[src/rtl/mips_mem_pkg.sv]
// Shared definitions for the MIPS memory responder: default widths,
// wait-state limit and the responder's FSM state encoding.
package mips_mem_pkg;

    localparam int DEF_ADDR_W      = 8;
    localparam int DEF_DATA_W      = 8;
    localparam int DEF_WAIT_CYCLES = 2;

    // Largest programmable number of wait states; sizes the wait counter.
    localparam int MAX_WAIT = 15;
    localparam int CNT_W    = $clog2(MAX_WAIT + 1);

    typedef enum logic [1:0] {
        ST_IDLE = 2'd0,
        ST_WAIT = 2'd1,
        ST_RESP = 2'd2
    } state_t;

endpackage

[src/rtl/mips_mem_array.sv]
// Byte-wide single-port RAM: synchronous write, registered read.
// The read register only updates on a read enable, so it holds the last
// value read while writes proceed.
module mips_mem_array
    import mips_mem_pkg::*;
#(
    parameter int ADDR_W = DEF_ADDR_W,
    parameter int DATA_W = DEF_DATA_W
) (
    input  logic              clk,
    input  logic              we,
    input  logic              re,
    input  logic [ADDR_W-1:0] addr,
    input  logic [DATA_W-1:0] wdata,
    output logic [DATA_W-1:0] rdata
);

    localparam int DEPTH = 2 ** ADDR_W;

    logic [DATA_W-1:0] mem [DEPTH];

    // Storage write and registered read on the same address port.
    // NOTE: the storage array and its read register have no reset; contents
    // must survive a responder reset, and a reset would also stop the array
    // from mapping onto RAM primitives.
    always_ff @(posedge clk) begin
        if (we) begin
            mem[addr] <= wdata;
        end
        if (re) begin
            rdata <= mem[addr];
        end
    end

endmodule

[src/rtl/mips_mem_responder.sv]
// Memory-side responder for the 8-bit MIPS core. Accepts one read or write
// request, inserts WAIT_CYCLES wait states, performs the access on the
// internal array and pulses ready for one cycle. Both request lines high in
// IDLE is a protocol violation and pulses err instead.
module mips_mem_responder
    import mips_mem_pkg::*;
#(
    parameter int ADDR_W      = DEF_ADDR_W,
    parameter int DATA_W      = DEF_DATA_W,
    parameter int WAIT_CYCLES = DEF_WAIT_CYCLES
) (
    input  logic              clk,
    input  logic              reset,
    input  logic              memread,
    input  logic              memwrite,
    input  logic [ADDR_W-1:0] adr,
    input  logic [DATA_W-1:0] writedata,
    output logic [DATA_W-1:0] memdata,
    output logic              ready,
    output logic              busy,
    output logic              err
);

    // Reject wait-state counts the counter cannot hold.
    if (WAIT_CYCLES < 0 || WAIT_CYCLES > MAX_WAIT) begin : g_bad_wait
        $error("mips_mem_responder: WAIT_CYCLES must be in 0..%0d", MAX_WAIT);
    end

    localparam logic [CNT_W-1:0] WAIT_CNT = CNT_W'(WAIT_CYCLES);

    state_t            state_q,    state_d;
    logic [CNT_W-1:0]  cnt_q,      cnt_d;
    logic              is_write_q, is_write_d;
    logic [ADDR_W-1:0] adr_q,      adr_d;
    logic [DATA_W-1:0] wdata_q,    wdata_d;
    logic              ready_q,    ready_d;
    logic              busy_q,     busy_d;
    logic              err_q,      err_d;
    // Set once a read has completed since reset; gates the RAM read register
    // so memdata reads zero after reset even though the RAM is not reset.
    logic              rd_valid_q, rd_valid_d;

    logic              mem_we;
    logic              mem_re;
    logic [DATA_W-1:0] rd_data;

    // State, counter, request latches and registered status outputs.
    // NOTE: sequential state uses non-blocking assignments so every register
    // samples the pre-edge values; blocking here would create order races.
    always_ff @(posedge clk or posedge reset) begin
        if (reset) begin
            state_q    <= ST_IDLE;
            cnt_q      <= '0;
            is_write_q <= 1'b0;
            adr_q      <= '0;
            wdata_q    <= '0;
            ready_q    <= 1'b0;
            busy_q     <= 1'b0;
            err_q      <= 1'b0;
            rd_valid_q <= 1'b0;
        end else begin
            state_q    <= state_d;
            cnt_q      <= cnt_d;
            is_write_q <= is_write_d;
            adr_q      <= adr_d;
            wdata_q    <= wdata_d;
            ready_q    <= ready_d;
            busy_q     <= busy_d;
            err_q      <= err_d;
            rd_valid_q <= rd_valid_d;
        end
    end

    // Next-state, counter and array-strobe decode.
    always_comb begin
        // NOTE: every signal driven here gets a default first, so no path
        // through the case leaves one unassigned and infers a latch.
        state_d    = state_q;
        cnt_d      = cnt_q;
        is_write_d = is_write_q;
        adr_d      = adr_q;
        wdata_d    = wdata_q;
        ready_d    = 1'b0;
        busy_d     = busy_q;
        err_d      = 1'b0;
        rd_valid_d = rd_valid_q;
        mem_we     = 1'b0;
        mem_re     = 1'b0;

        case (state_q)
            ST_IDLE: begin
                busy_d = 1'b0;
                if (memread && memwrite) begin
                    err_d = 1'b1;
                end else if (memread || memwrite) begin
                    is_write_d = memwrite;
                    adr_d      = adr;
                    wdata_d    = writedata;
                    cnt_d      = WAIT_CNT;
                    busy_d     = 1'b1;
                    state_d    = ST_WAIT;
                end
            end

            ST_WAIT: begin
                if (cnt_q != '0) begin
                    cnt_d = cnt_q - CNT_W'(1);
                end else begin
                    mem_we  = is_write_q;
                    mem_re  = !is_write_q;
                    ready_d = 1'b1;
                    state_d = ST_RESP;
                    if (!is_write_q) begin
                        rd_valid_d = 1'b1;
                    end
                end
            end

            // Ready cycle: requests still held here are deliberately ignored.
            ST_RESP: begin
                busy_d  = 1'b0;
                state_d = ST_IDLE;
            end

            default: begin
                busy_d  = 1'b0;
                state_d = ST_IDLE;
            end
        endcase
    end

    mips_mem_array #(
        .ADDR_W (ADDR_W),
        .DATA_W (DATA_W)
    ) u_array (
        .clk   (clk),
        .we    (mem_we),
        .re    (mem_re),
        .addr  (adr_q),
        .wdata (wdata_q),
        .rdata (rd_data)
    );

    // Outputs come straight from registers; no input reaches them combinationally.
    assign memdata = rd_valid_q ? rd_data : '0;
    assign ready   = ready_q;
    assign busy    = busy_q;
    assign err     = err_q;

endmodule
[config.mk]
export PLATFORM = sky130hd
export DESIGN_NAME = mips_mem_responder
export DESIGN_NICKNAME = d
export VERILOG_FILES = /design/src/rtl/mips_mem_pkg.sv /design/src/rtl/mips_mem_array.sv /design/src/rtl/mips_mem_responder.sv
export SDC_FILE = /design/constraint.sdc
export NUM_CORES = 2
export LEC_CHECK = 0
export BUFFER_PORTS_ARGS = -buffer_cell sky130_fd_sc_hd__buf_2
export CORE_UTILIZATION = 30
export CTS_CLUSTER_DIAMETER = 200
export CTS_CLUSTER_SIZE = 30
export DETAILED_ROUTE_END_ITERATION = 8
export PLACE_DENSITY = 0.44
export SLEW_MARGIN = 20
export SYNTH_ARGS = -nofsm -noshare
export SYNTH_HDL_FRONTEND = slang
export SYNTH_SLANG_ARGS = --single-unit
[constraint.sdc]
create_clock -name clk -period 12.6 [get_ports clk]
set_input_delay 2.52 -clock clk [delete_from_list [all_inputs] [get_ports clk]]
set_output_delay 2.52 -clock clk [all_outputs]
set_load 0.05 [all_outputs]
Word-level counts from Yosys, hierarchy flattened. Memory sizes are Yosys's and may differ from the RTL's. A register that Yosys moved wholly into a read port is not among the register bits. Index checks and enable logic that the tools add are counted.

Input bits: 20. RAM bits: 2048. Register bits: 27. Output and inout bits: 11. Word-level logic and storage cells: 51. Memories kept: 1.

$add $sub $neg: 1. Bitwise gates (word level): 3. Muxes and demuxes: 22. Equality and inequality tests: 5. Reductions and logical operators: 10.

Memories: u_array.mem (depth 256, width 8, read ports 1, clocked after memory_dff 1, write ports 1, RTL line mips_mem_array.sv:20) `logic [DATA_W-1:0] mem [DEPTH];`.

Operator list (count): $mux 1 (12); $mux 4 (3); $reduce_and 3->1 (3); $mux 8 (1); $ne 2x2->1 const B (4); $pmux 4 s2 (1); $mux 2 (3); $pmux 2 s2 (1); $reduce_and 4->1 (1); $reduce_bool 4->1 (1); $sub 4x1->4 const B (1); $not 1->1 (3); $eq 2x1->1 const B (1); $logic_not 2->1 (1); $pmux 1 s2 (1); $reduce_bool 2->1 (1); $logic_and 1x1->1 (1); $logic_not 1->1 (1); $logic_or 1x1->1 (1).

Longest topological paths before layout.
Depth in word-level cells: 5. Gate-level depth with buffers: 8. Gate-level depth less buffers: 7.

Cells and area by module. From an unflattened synthesis, not the netlist that was laid out.

Cells, all modules: 3638. Area total of the unflattened synthesis: 79765.3 µm².

By module, submodules not included: mips_mem_array (cells an instance 3547, area each 78572.9 µm², times used 1, seq. area each 61739.2 µm²); mips_mem_responder (cells an instance 91, area each 1192.4 µm², times used 1, seq. area each 675.6 µm²).

Least setup slack after synthesis. OpenSTA, ideal clock, no wires.

Path kind: input to register. From: input memread. To: register wdata_q[2]. Path buffers: 2. Data required time: 12.459 ns. Cell stages on the path: 6. Library setup time: 0.141 ns. Path slack: 8.457 ns. Arrival: 4.002 ns. Cells stage by stage: inv_1 > ha_1 > nor3b_1 > clkbuf_1 > buf_1 > mux2_2.

Cells in the longest elaborated chain, start to end: 3. Elaborated cells on any way between the ends: 4. Classes of those cells: 1 x bitwise; 3 x reduce/logical.

Ends and longest elaborated chain: start: declaration (RTL line mips_mem_responder.sv:14) `input logic memread,`; $logic_and 1x1->1 (RTL line mips_mem_responder.sv:93) `if (memread && memwrite) begin`; $not 1->1 (no source line); $reduce_and 3->1 (no source line) (*); end signal: assignment (RTL line mips_mem_responder.sv:66) `wdata_q <= wdata_d;`; end: declaration (RTL line mips_mem_responder.sv:35) `logic [DATA_W-1:0] wdata_q, wdata_d;`.

Mark *: on every way between the ends. The rest lies on a longest branch, timed or not. A chain may end at the register's enable or synchronous reset.

==> impl_metrics.csv <==
group,metric,value,unit
outcome,status,"finished, final reports clean",
sta,final-setup-viol-count,0,
yosys,syn_avg_cell_area,22.00,µm²
placed_design,place_congestion,0.7432,
sta,worstMarginPinSlew,1134,ps
final_layout,drive_above_1_share,21.89,%
routing,ant_nets,0,
placed_design,dp_cells,7029,
setup_path,worstReg2RegStart,"adr_q[0]$_DFFE_PP0P_",
yosys,synth_area,79520,µm²
flow_run,cap_violations,0,
sta,min_period,5017,ps
sta,maxSlewViolCount,0,
yosys,synth_seq_area_share,78.49,%
clock_network,clk_path_buf_depth,3,
yosys,yosys_warnings,0,
yosys,yosys.area.top_type,"edfxtp_1",
clock_network,clk_latency,770,ps
global_route,grt_max_degree,186,
setup_path,cp.required,13090,ps
setup_path,end_kind,"register",
power,power.switching,0.006223,W
clock_network,cts_tree,"built",
placed_design,dpl.hpwl,123600,µm
yosys,synth_edf_count,2056,
die,die_area,267100,µm²
global_route,grt_pass1_vias,37490,
final_layout,fillCellCount,24887,
die,die_x,516.8,µm
setup_path,cp-start-kind,"register",
yosys,synth_fp_nets,3638,
sta,hold_viol_final,0,
clock_network,cts_setup_buffers,0,
clock_network,cts_made_buffers,79,
final_layout,syn2layout_area_growth,8.624,%
sta,slew_headroom,24.10,%
clock_network,cts_num_sinks,2083,
routing,wirelength,217900,µm
power,cellLeakagePower,24.86,nW
yosys,synth_top_cell_area_share,77.64,%
min_path,hold_path.class,"register to register",
clock_network,ctsHoldBuffers,0,
clock_network,cts_root_buffer,"clkbuf_16",
routing,vias_per_cell,5.080,
routing,drt_iter0_drc,3554,
die,die_h,516.8,µm
sta,fin_setup_tns,0,ps
clock_network,cts.htree.levels,3,
power,p_int,0.01191,W
die,fp.coreArea,263000,µm²
die,rows,188,
power,ir_worst_vdd,176.6,µV
power,switching_share,34.32,%
global_route,grt_use_total,16.26,%
sta,rsz0062_at_grt,"false",
routing,drt-wirelength-per-cell,30.50,µm
yosys,syn_inst,3615,
yosys,netlist_top_cells_count,"edfxtp_1, mux4_2, nor2_1",
setup_path,setup.worst_path.start,"adr_q[0]$_DFFE_PP0P_",
final_layout,stdcell_count,7145,
power,pwr-share-seq,50.1,%
setup_path,arrival,5510,ps
sta,fmax,0.1993,GHz
die,io_pins,31,
yosys,ys_ff_latch,2083,
yosys,synth-main-ff-cell,"edfxtp_1",
placed_design,placed_cell_area,84110,µm²
clock_network,clkTransAtPathRegs,120,ps
final_layout,final_nets,3621,
global_route,overflow,0,
clock_network,cts_resized,0,
global_route,grt_pass1_wl,306000,µm
yosys,synth_most_common_cell,"edfxtp_1",
yosys,synthTopCellsByArea,"edfxtp_1, mux4_2, a22oi_1, nor2_1, dfrtp_1",
routing,vias,36294,
yosys,synth_cell_type_count,35,
routing,remaining_drc_errors,0,
sta,fin_crit_sh,39.82,%
setup_path,crit_fanout,36,
power,p_clk_share,18.3,%
sta,clock_skew,47.90,ps
placed_design,port_buffers,30,
routing,dr.pass1.iters,5,
die,initial_core_util,30.24,%
min_path,hp-start,"state_q[1]$_DFFE_PP0P_",
power,comb_power_share,31.6,%
setup_path,crit_type,"register to register",
final_layout,postLayoutCellArea,86380,µm²
global_route,antenna_found_initial,7,
power,powerDensity,210.0,nW/µm²
yosys,synth-async-reset-ratio,1.296,%
## flip-flops by register name, summed over array words and instances (netlist names)
name and count:
rd_valid_q 1, err 1, wdata_q 8, u_array.mem 2048, cnt_q 4, is_write_q 1, u_array.rdata 8, busy 1
state_q 2, adr_q 8, ready 1
## routing by layer
layer / track usage, % / up-vias / routed length [µm] / share of wire (%)
li1: - / 15096 / - / -
met1: 23.06 / 20282 / 98100 / 45
met2: 27.26 / 762 / 108000 / 50
met3: 1.592 / 154 / 7846 / 3.6
met4: 3.067 / 0 / 3971 / 1.8
met5: 0 / - / 0 / 0
## through the flow
stage | util, % | total power (W) | worst slack, ps | hold WS [ps]
2_1_floorplan | - | 0.01279 | 8457 | 475.7
3_3_place_gp | 31.93 | 0.01503 | 6736 | 539.9
3_5_place_dp | 31.98 | 0.01512 | 7447 | 548.7
4_1_cts | 32.80 | 0.01836 | 7435 | 565.4
5_1_grt | 32.85 | 0.01883 | 7222 | 589.2
6_report | 32.85 | 0.01814 | 7583 | 570.5
## worst max-delay path, cell delays in order, from the launching register on
cell and delay [ps]:
dfrtp_4 910, buf_4 740, buf_4 730, mux4_2 590, a22oi_1 350, a21oi_1 270
o41ai_1 930, nand4_1 150
## worst paths after layout
check,to,slack [ps],cells past startpoint
max in group asynchronous,adr_q[0]$_DFFE_PP0P_,10400,3
worst max-delay path,u_array.rdata[3]$_DFFE_PP_,7580,7
worst min-delay path,busy$_DFFE_PP0P_,570,1
worst min register to register,busy$_DFFE_PP0P_,570,1
min in group asynchronous,wdata_q[2]$_DFFE_PP0P_,1820,3
worst max register to register,u_array.rdata[3]$_DFFE_PP_,7580,7
## power by group through the flow
stage	combinational, W	clock [W]	sequential, W
after floorplan	0.00317	0	0.00962
after global placement	0.00571	0	0.00932
after detailed placement	0.00579	0	0.00933
after CTS	0.00579	0.00340	0.00917
after global routing	0.00610	0.00360	0.00913
final	0.00574	0.00331	0.00909
## placed cells by master, fill, tap and decap left out, types with 10 or more instances in the layout
| master | synthesis | final |
|---|---|---|
| nand2_2 | 0 | 13 |
| nor2_1 | 265 | 262 |
| mux4_2 | 512 | 512 |
| clkbuf_1 | 146 | 25 |
| edfxtp_1 | 2056 | 2056 |
| clkbuf_16 | 0 | 80 |
| a22oi_1 | 256 | 256 |
| buf_2 | 37 | 31 |
| mux2_2 | 16 | 16 |
| buf_12 | 0 | 10 |
| dfrtp_4 | 0 | 10 |
| buf_4 | 13 | 83 |
| nand2_1 | 33 | 16 |
| o41ai_2 | 0 | 11 |
| o41ai_1 | 32 | 21 |
| a21oi_1 | 129 | 129 |
| dfrtp_1 | 27 | 17 |
## layout make-up
type	instances	area, µm²	share of cell area, %
Antenna cell	3	7.507	0.008691
Multi-Input combinational cell	1297	16250	18.81
Inverter	8	30.03	0.03476
Timing Repair Buffer	129	1084	1.254
Tap cell	3515	4398	5.092
Sequential cell	2083	62450	72.30
Clock inverter	5	62.56	0.07243
Clock buffer	105	2096	2.426
## logic make-up (layout without fill, tap and decap cells)
family          after synthesis  count (layout)  synth area share [%]
fa+ha+maj                     3               3               0.04721
simple gates                341             341                 1.770
buf+inv                     235             247                 1.314
flops                      2083            2083                 78.49
mux                         529             529                 14.74
other cells                   0               3                     0
compound gates              424             424                 3.639
Note: power is estimated with default switching activity, not from simulation.
